<file path="src/rtl/alu_issue_ctrl.sv">
// alu_issue_ctrl: FIFO-buffered issue front-end for an 8-bit signed ALU, capturing its
// tri-stated result and presenting it downstream with a valid/ready handshake.
module alu_issue_ctrl #(
  parameter int DEPTH  = 4,
  parameter int DATA_W = 8,
  parameter int RES_W  = 16,
  parameter int CMD_W  = 4
) (
  input  logic                     clk,
  input  logic                     rst_n,
  input  logic                     in_valid,
  output logic                     in_ready,
  input  logic [DATA_W-1:0]        in_a,
  input  logic [DATA_W-1:0]        in_b,
  input  logic [CMD_W-1:0]         in_cmd,
  output logic [DATA_W-1:0]        alu_a,
  output logic [DATA_W-1:0]        alu_b,
  output logic [CMD_W-1:0]         alu_cmd,
  output logic                     alu_oe,
  input  logic [RES_W-1:0]         alu_d,
  output logic                     res_valid,
  input  logic                     res_ready,
  output logic [RES_W-1:0]         res_data,
  output logic [CMD_W-1:0]         res_cmd,
  output logic                     res_divz,
  output logic [$clog2(DEPTH):0]   fifo_count
);
  localparam int AW = $clog2(DEPTH);
  localparam logic [CMD_W-1:0] DIV = CMD_W'(5);
  typedef enum logic [1:0] {IDLE, ISSUE, HOLD} state_t;
  state_t r_state, w_next;
  logic [DATA_W-1:0] r_mem_a [DEPTH];
  logic [DATA_W-1:0] r_mem_b [DEPTH];
  logic [CMD_W-1:0]  r_mem_cmd [DEPTH];
  logic [AW-1:0]     r_wptr, r_rptr;
  logic              w_push, w_pop, w_load;
  assign in_ready = fifo_count != (AW+1)'(DEPTH);
  assign w_push   = in_valid && in_ready;
  assign w_load   = r_state == IDLE && fifo_count != '0;
  assign w_pop    = r_state == ISSUE;
  assign alu_oe   = r_state == ISSUE;
  always_comb begin
    w_next = r_state;
    case (r_state)
      IDLE:    w_next = w_load ? ISSUE : IDLE;
      ISSUE:   w_next = HOLD;
      HOLD:    w_next = res_ready ? IDLE : HOLD;
      default: w_next = IDLE;
    endcase
  end
  always_ff @(posedge clk or negedge rst_n)
    if (!rst_n) r_state <= IDLE;
    else r_state <= w_next;
  // Storage carries no reset; pointers and count alone define validity.
  always_ff @(posedge clk)
    if (w_push) begin
      r_mem_a[r_wptr]   <= in_a;
      r_mem_b[r_wptr]   <= in_b;
      r_mem_cmd[r_wptr] <= in_cmd;
    end
  always_ff @(posedge clk or negedge rst_n)
    if (!rst_n) begin
      r_wptr     <= '0;
      r_rptr     <= '0;
      fifo_count <= '0;
    end else begin
      if (w_push) r_wptr <= r_wptr + 1'b1;
      if (w_pop) r_rptr <= r_rptr + 1'b1;
      fifo_count <= fifo_count + (AW+1)'(w_push) - (AW+1)'(w_pop);
    end
  // alu_d is sampled only on the edge leaving ISSUE, when the ALU is driving it.
  always_ff @(posedge clk or negedge rst_n)
    if (!rst_n) begin
      alu_a     <= '0;
      alu_b     <= '0;
      alu_cmd   <= '0;
      res_valid <= 1'b0;
      res_data  <= '0;
      res_cmd   <= '0;
      res_divz  <= 1'b0;
    end else begin
      if (w_load) begin
        alu_a   <= r_mem_a[r_rptr];
        alu_b   <= r_mem_b[r_rptr];
        alu_cmd <= r_mem_cmd[r_rptr];
      end
      if (w_pop) begin
        res_data  <= alu_d;
        res_cmd   <= alu_cmd;
        res_divz  <= alu_cmd == DIV && alu_b == '0;
        res_valid <= 1'b1;
      end else if (r_state == HOLD && res_ready) begin
        res_valid <= 1'b0;
      end
    end
endmodule

</file>
<file path="config.mk">
export PLATFORM = sky130hd
export DESIGN_NAME = alu_issue_ctrl
export DESIGN_NICKNAME = d
export VERILOG_FILES = /design/src/rtl/alu_issue_ctrl.sv
export SDC_FILE = /design/constraint.sdc
export NUM_CORES = 1
export LEC_CHECK = 0
export CAP_MARGIN = 20
export CORE_UTILIZATION = 45
export CTS_CLUSTER_DIAMETER = 80
export DETAILED_ROUTE_END_ITERATION = 6
export PLACE_DENSITY = 0.7
export SYNTH_ARGS = -nofsm -noshare
export SYNTH_HDL_FRONTEND = slang
export SYNTH_SLANG_ARGS = --single-unit
</file>
<file path="constraint.sdc">
create_clock -name clk -period 4.1 [get_ports clk]
set_input_delay 0.41 -clock clk [delete_from_list [all_inputs] [get_ports clk]]
set_output_delay 0.41 -clock clk [all_outputs]
set_load 0.005 [all_outputs]
</file>
* After elaboration in Yosys (flattened, before gate mapping)
Memories as Yosys holds them, arrays and structs flattened. A register that Yosys moved wholly into a read port is not among the register bits. Index checks and enable logic that the tools add are counted.
Storage, ports and cells: word-level logic and storage cells 37, input port bits 40, bits in writable memories 80, memories kept 3, bits in registers 31, output and inout bits 47
Memories:
- r_mem_a | depth 4, bits a word 8, rd ports 1, clocked after memory_dff 1, write ports 1, RTL line 32 | logic [DATA_W-1:0] r_mem_a [DEPTH];
- r_mem_b | depth 4, bits a word 8, rd ports 1, clocked after memory_dff 1, write ports 1, RTL line 33 | logic [DATA_W-1:0] r_mem_b [DEPTH];
- r_mem_cmd | depth 4, bits a word 4, rd ports 1, clocked after memory_dff 1, write ports 1, RTL line 34 | logic [CMD_W-1:0] r_mem_cmd [DEPTH];
Operators by class: reduce and logical (&&, ||, !) cells 11, equality and inequality tests 4, muxes and demuxes 7, add/subtract/negate cells 4
Operators with widths (number):
- $logic_not A8 Y1 | 1
- $pmux W2 S3 | 1
- $mux W1 | 5
- $add A2 B1 Y2 const B | 2
- $eq A4 B3 Y1 const B | 1
- $logic_and A1 B1 Y1 | 4
- $add A3 B1 Y3 | 1
- $logic_not A1 Y1 | 3
- $ne A3 B3 Y1 const B | 1
- $reduce_bool A3 Y1 | 1
- $sub A3 B1 Y3 | 1
- $eq A2 B1 Y1 const B | 1
- $eq A2 B2 Y1 const B | 1
- $logic_not A2 Y1 | 1
- $mux W2 | 1
- $reduce_bool A2 Y1 | 1

* Depth between registers and ports, before layout
word-level depth 4, gate-level depth with buffers 10, gate-level depth less buffers 9

* Worst setup path before layout
Ideal clock, no wire load.
path kind reg-to-reg, start register r_state[1], end register fifo_count[2], slack 1.895 ns, data required time 3.977 ns, library setup time 0.123 ns, arrival 2.082 ns, path buffers 2, clock period less this slack 2.205 ns, cell stages (with the launch flop) 11, path through dfrtp_1 nand2b_1 buf_2 inv_1 clkbuf_1 ha_1 inv_1 ha_1 fa_1 xnor2_1 xnor2_1
On the way: longest elaborated chain between the ends 2
RTL lines:
- from (decl) | RTL line 31 | state_t r_state, w_next;
- from (signal assigned) | RTL line 53 | else r_state <= w_next;
- $eq A2 B1 Y1
- via alu_oe | RTL line 19 | output logic alu_oe,
- $sub A3 B1 Y3 | RTL line 69 | fifo_count <= fifo_count + (AW+1)'(w_push) - (AW+1)'(w_pop);
- to (signal assigned) | RTL line 69
- to (decl) | RTL line 26 | output logic [$clog2(DEPTH):0] fifo_count
The timed path passes the listed nets, and every way through them passes these cells. A chain may end at the register's enable or synchronous reset.

* Worst setup path in the final report
start register r_state[1], end output port alu_oe
On the way: longest elaborated chain between the ends 1
RTL lines:
- $eq A2 B1 Y1 | RTL line 41 | assign alu_oe = r_state == ISSUE;
- to (decl) | RTL line 19
No other way between the ends.

==> results.txt <==
The run gives 332 as the synthesized netlist net count. The setup path with the least slack is of type reg -> out. For the count of H-tree levels built during CTS, the log shows 4. The tools report the buffer cell driving the clock tree root as sky130_fd_sc_hd__clkbuf_8.

The remaining routing DRC violations came out at 0. Setup slack on the critical path of the routed design comes to 1.477 ns. For this run, the leading register cell type out of synthesis is sky130_fd_sc_hd__edfxtp_1.

The area fraction of the dominant cell type after synthesis came out at 0.4842. The worst hold path belongs to the class in -> async. The fraction of synthesis flops using an asynchronous set or reset pin was 0.3893; the peak supply drop was 0.4087 mV.

The slew at the pin with the worst max-slew slack is 1.056 ns, and the final critical delay including setup and external delays is 2.623 ns. The run finished with clean final reports. The synthesized netlist occupies a cell area of 4961 um^2. The fraction of layout cells with a size suffix above 1 was 0.1834; the post-placement worst setup slack was 1.669 ns. The clock transition at the registers of the reported paths is 0.06 ns.

The worst register-to-register path has a depth of 8. For this block, wires on met1 add up to 3.903 mm. STA puts the critical path data required time at 3.69 ns. Max-cap violations in this run came to 0.

On the final layout, the worst clock skew is 0.007440 ns. The share of synthesized area spent on multiplexers was 0.1407. The worst setup path is launched from a register. In the final timing run, aggregate negative setup slack is 0 ns. The ratio of final minimum period to clock period came out at 0.6398. The netlist uses 26 different library cells. Wire segments on met2 add up to 4.393 mm in the final route. The number of filler cells placed in the layout was 770.

The aggregate global-route resource usage came out at 0.1744. Maximum number of pins on one net before global-route repair: 52. Clock tree synthesis found a total of 131 sinks. After synthesis, the largest family of logic cells by area is multiplexers. The register bit count reported by yosys is 131, and the full die area is 11450 um^2.

The simple-gate portion of the synthesized area is 0.06683. The sequential cell area in the final layout is 3679 um^2. The CTS buffer count is 17, and the vertical die dimension is 107.0 um. The number of endpoints with negative hold slack in the final report came out at 0. The number of antenna diodes in the final layout is 0. The routed length per placed instance is 16.82 um, and the post-synthesis sequential area ratio is 0.7415. The headroom to the max-slew limit is 0.2960, and the total of endpoints with negative setup slack in the final report is 0.

Hold is met by 0.006915 ns. Setup repair after global routing left no endpoint under its margin. The synthesized design contains 80 enable-type register cells. The post-cts repair resize count was 0.

Final count of pins violating max slew: 0. The via count of the first global-routing pass is 2779. The final layout contains routed wiring with a total length of 8.981 mm. In this run, post-CTS hold repair placed 0 buffers. Post-synthesis cell count: 285.

The number of warnings issued by yosys was 0. For this run the aggregate overflow at the end of global routing stands at 0. The most common cell in the synthesized netlist is sky130_fd_sc_hd__edfxtp_1. The HPWL after detailed placement is 5.310 mm, and the power per cell area is 819.4 nW/um^2. The adder and majority gate portion of the synthesized area came out at 0.01917.

The starting DRC count in detailed routing came out at 121. The XOR/XNOR share of the synthesized area is 0.008827. The highest routing layer actually used is met4. Based on the critical path, the design can be clocked at up to 0.3812 GHz. Routability-driven placement finished with a final weighted congestion of 0.7364.

The reg-to-reg critical path startpoint was r_state[1]$_DFF_PN0_. Power comes to 5482 uW. The largest fanout of any net on the critical path was 23.

The net count of the finished layout is 432. The most area-hungry cell type in the Yosys netlist is sky130_fd_sc_hd__edfxtp_1. Wire length of the first global-routing pass: 14.43 mm. In this run the deepest clock path goes through 2 buffers. The logs give 4 for the detailed-router iteration count before antenna repair and 0.002610 uW for the static leakage power. The kind of end point of the critical path was an output pin. The worst register-to-register path ends at fifo_count[2]$_DFF_PN0_.

The routed layout has 2693 vias. The count of buffers inserted at the top-level ports works out to 86. TritonCTS built the clock tree.

The post-synthesis compound-gate area fraction was 0.004035; the source-to-sink clock delay at the later pin of the worst-skew pair was 0.52 ns. After synthesis, the cell types taking the most area are sky130_fd_sc_hd__edfxtp_1 (48%), sky130_fd_sc_hd__dfrtp_1 (26%), sky130_fd_sc_hd__mux4_2 (8.2%). The tools report the initial cell density of the core as 0.4721. In the detailed route, the total length drawn on met3 is 522 um.

The run gives 1.78 ns as the worst-case register-to-register setup slack. Once the clock tree was built, the setup fixing pass inserted 0 buffers. Compared with the post-synthesis result, the final layout area differs by 34.86%. In this run the count of I/O pins placed on the die edge is 87. The die is 107.0 um wide. The commonest cells after synthesis are sky130_fd_sc_hd__edfxtp_1 (80), sky130_fd_sc_hd__nand2_1 (63), sky130_fd_sc_hd__dfrtp_1 (51). In this run the standard cell core region covers 10510 um^2. Row generation in the floorplan step produced 37 rows.

After detailed routing, the number of vias per cell comes to 5.043. In the final layout, the multi-input gates occupy 1189 um^2. The remaining number of nets flagged by the antenna check after routing came out at 0. Data on the critical path arrives at its endpoint at 2.21 ns.

Post-synthesis area per instance: 17.41 um^2. For the initial antenna violation count, the log shows 0.
## how the worst max path moves through the flow
stage	startpoint	slack, ns	endpoint
global route	r_state[1]$_DFF_PN0_	1.35	alu_oe
global placement	in_valid	1.73	fifo_count[2]$_DFF_PN0_
detailed placement	in_valid	1.67	fifo_count[2]$_DFF_PN0_
CTS	r_state[1]$_DFF_PN0_	1.43	alu_oe
finish	r_state[1]$_DFF_PN0_	1.48	alu_oe
floorplan	r_state[1]$_DFF_PN0_	1.90	fifo_count[2]$_DFF_PN0_
## flip-flops by register name, indices dropped and copies added, names as in the netlist
| signal | count |
|---|---|
| alu_a | 8 |
| r_state | 2 |
| r_mem_b | 32 |
| fifo_count | 3 |
| r_mem_cmd | 16 |
| r_wptr | 2 |
| res_cmd | 4 |
| res_data | 16 |
| res_divz | 1 |
| res_valid | 1 |
| alu_cmd | 4 |
| r_rptr | 2 |
| r_mem_a | 32 |
| alu_b | 8 |
## cells in the final DEF (no fill, tap or decap), types with 5 or more instances in the layout
| master | n |
|---|---|
| sky130_fd_sc_hd__bufinv_16 | 8 |
| sky130_fd_sc_hd__clkbuf_16 | 16 |
| sky130_fd_sc_hd__clkdlybuf4s50_1 | 85 |
| sky130_fd_sc_hd__dfrtp_1 | 51 |
| sky130_fd_sc_hd__edfxtp_1 | 80 |
| sky130_fd_sc_hd__ha_1 | 6 |
| sky130_fd_sc_hd__inv_1 | 9 |
| sky130_fd_sc_hd__mux2_2 | 19 |
| sky130_fd_sc_hd__mux4_2 | 18 |
| sky130_fd_sc_hd__nand2_1 | 63 |
| sky130_fd_sc_hd__xnor2_1 | 5 |
## metal layers
layer	track usage	up-vias
met5	0	-
met4	0.06458	0
met3	0.05775	15
met2	0.2779	84
met1	0.2233	1349
li1	-	1245
## worst max-delay path, stage by stage (launching register included)
cell and delay (ns):
sky130_fd_sc_hd__dfrtp_1 0.41, sky130_fd_sc_hd__nand2b_1 0.17, sky130_fd_sc_hd__inv_1 0.49, sky130_fd_sc_hd__clkdlybuf4s50_1 0.62
## stage by stage
stage / std cells / utilization / cell area [um^2]
detailed placement: 499 / 0.5661 / 5949
global route: 534 / 0.6366 / 6690
finish: 534 / 0.6366 / 6690
global placement: 499 / 0.5661 / 5949
CTS: 531 / 0.6311 / 6633
floorplan: 285 / - / 4961
## layout make-up
class	instances	share of cell area
Clock inverter	13	0.03909
Timing Repair Buffer	92	0.1399
Sequential cell	131	0.5498
Multi-Input combinational cell	134	0.1777
Tap cell	136	0.02543
Clock buffer	19	0.06303
Inverter	9	0.005050
## where the power goes
part / total, uW / switching [uW] / leakage (uW) / internal [uW]
Combinational: 1650 / 676 / 0.000932 / 975
Sequential: 2090 / 243 / 0.00135 / 1850
Clock: 1740 / 519 / 0.000332 / 1220
## cell families (layout without fill, tap and decap cells)
| kind of cell | Yosys count | count (layout) |
|---|---|---|
| flip-flops | 131 | 131 |
| AND/OR/NAND/NOR | 77 | 77 |
| multiplexers | 41 | 41 |
| buffers and inverters | 20 | 133 |
| adder cells (fa/ha/maj) | 7 | 7 |
| XOR/XNOR | 5 | 5 |
| AO/OA/AOI/OAI | 4 | 4 |
Note: power is estimated with default switching activity, not from simulation.
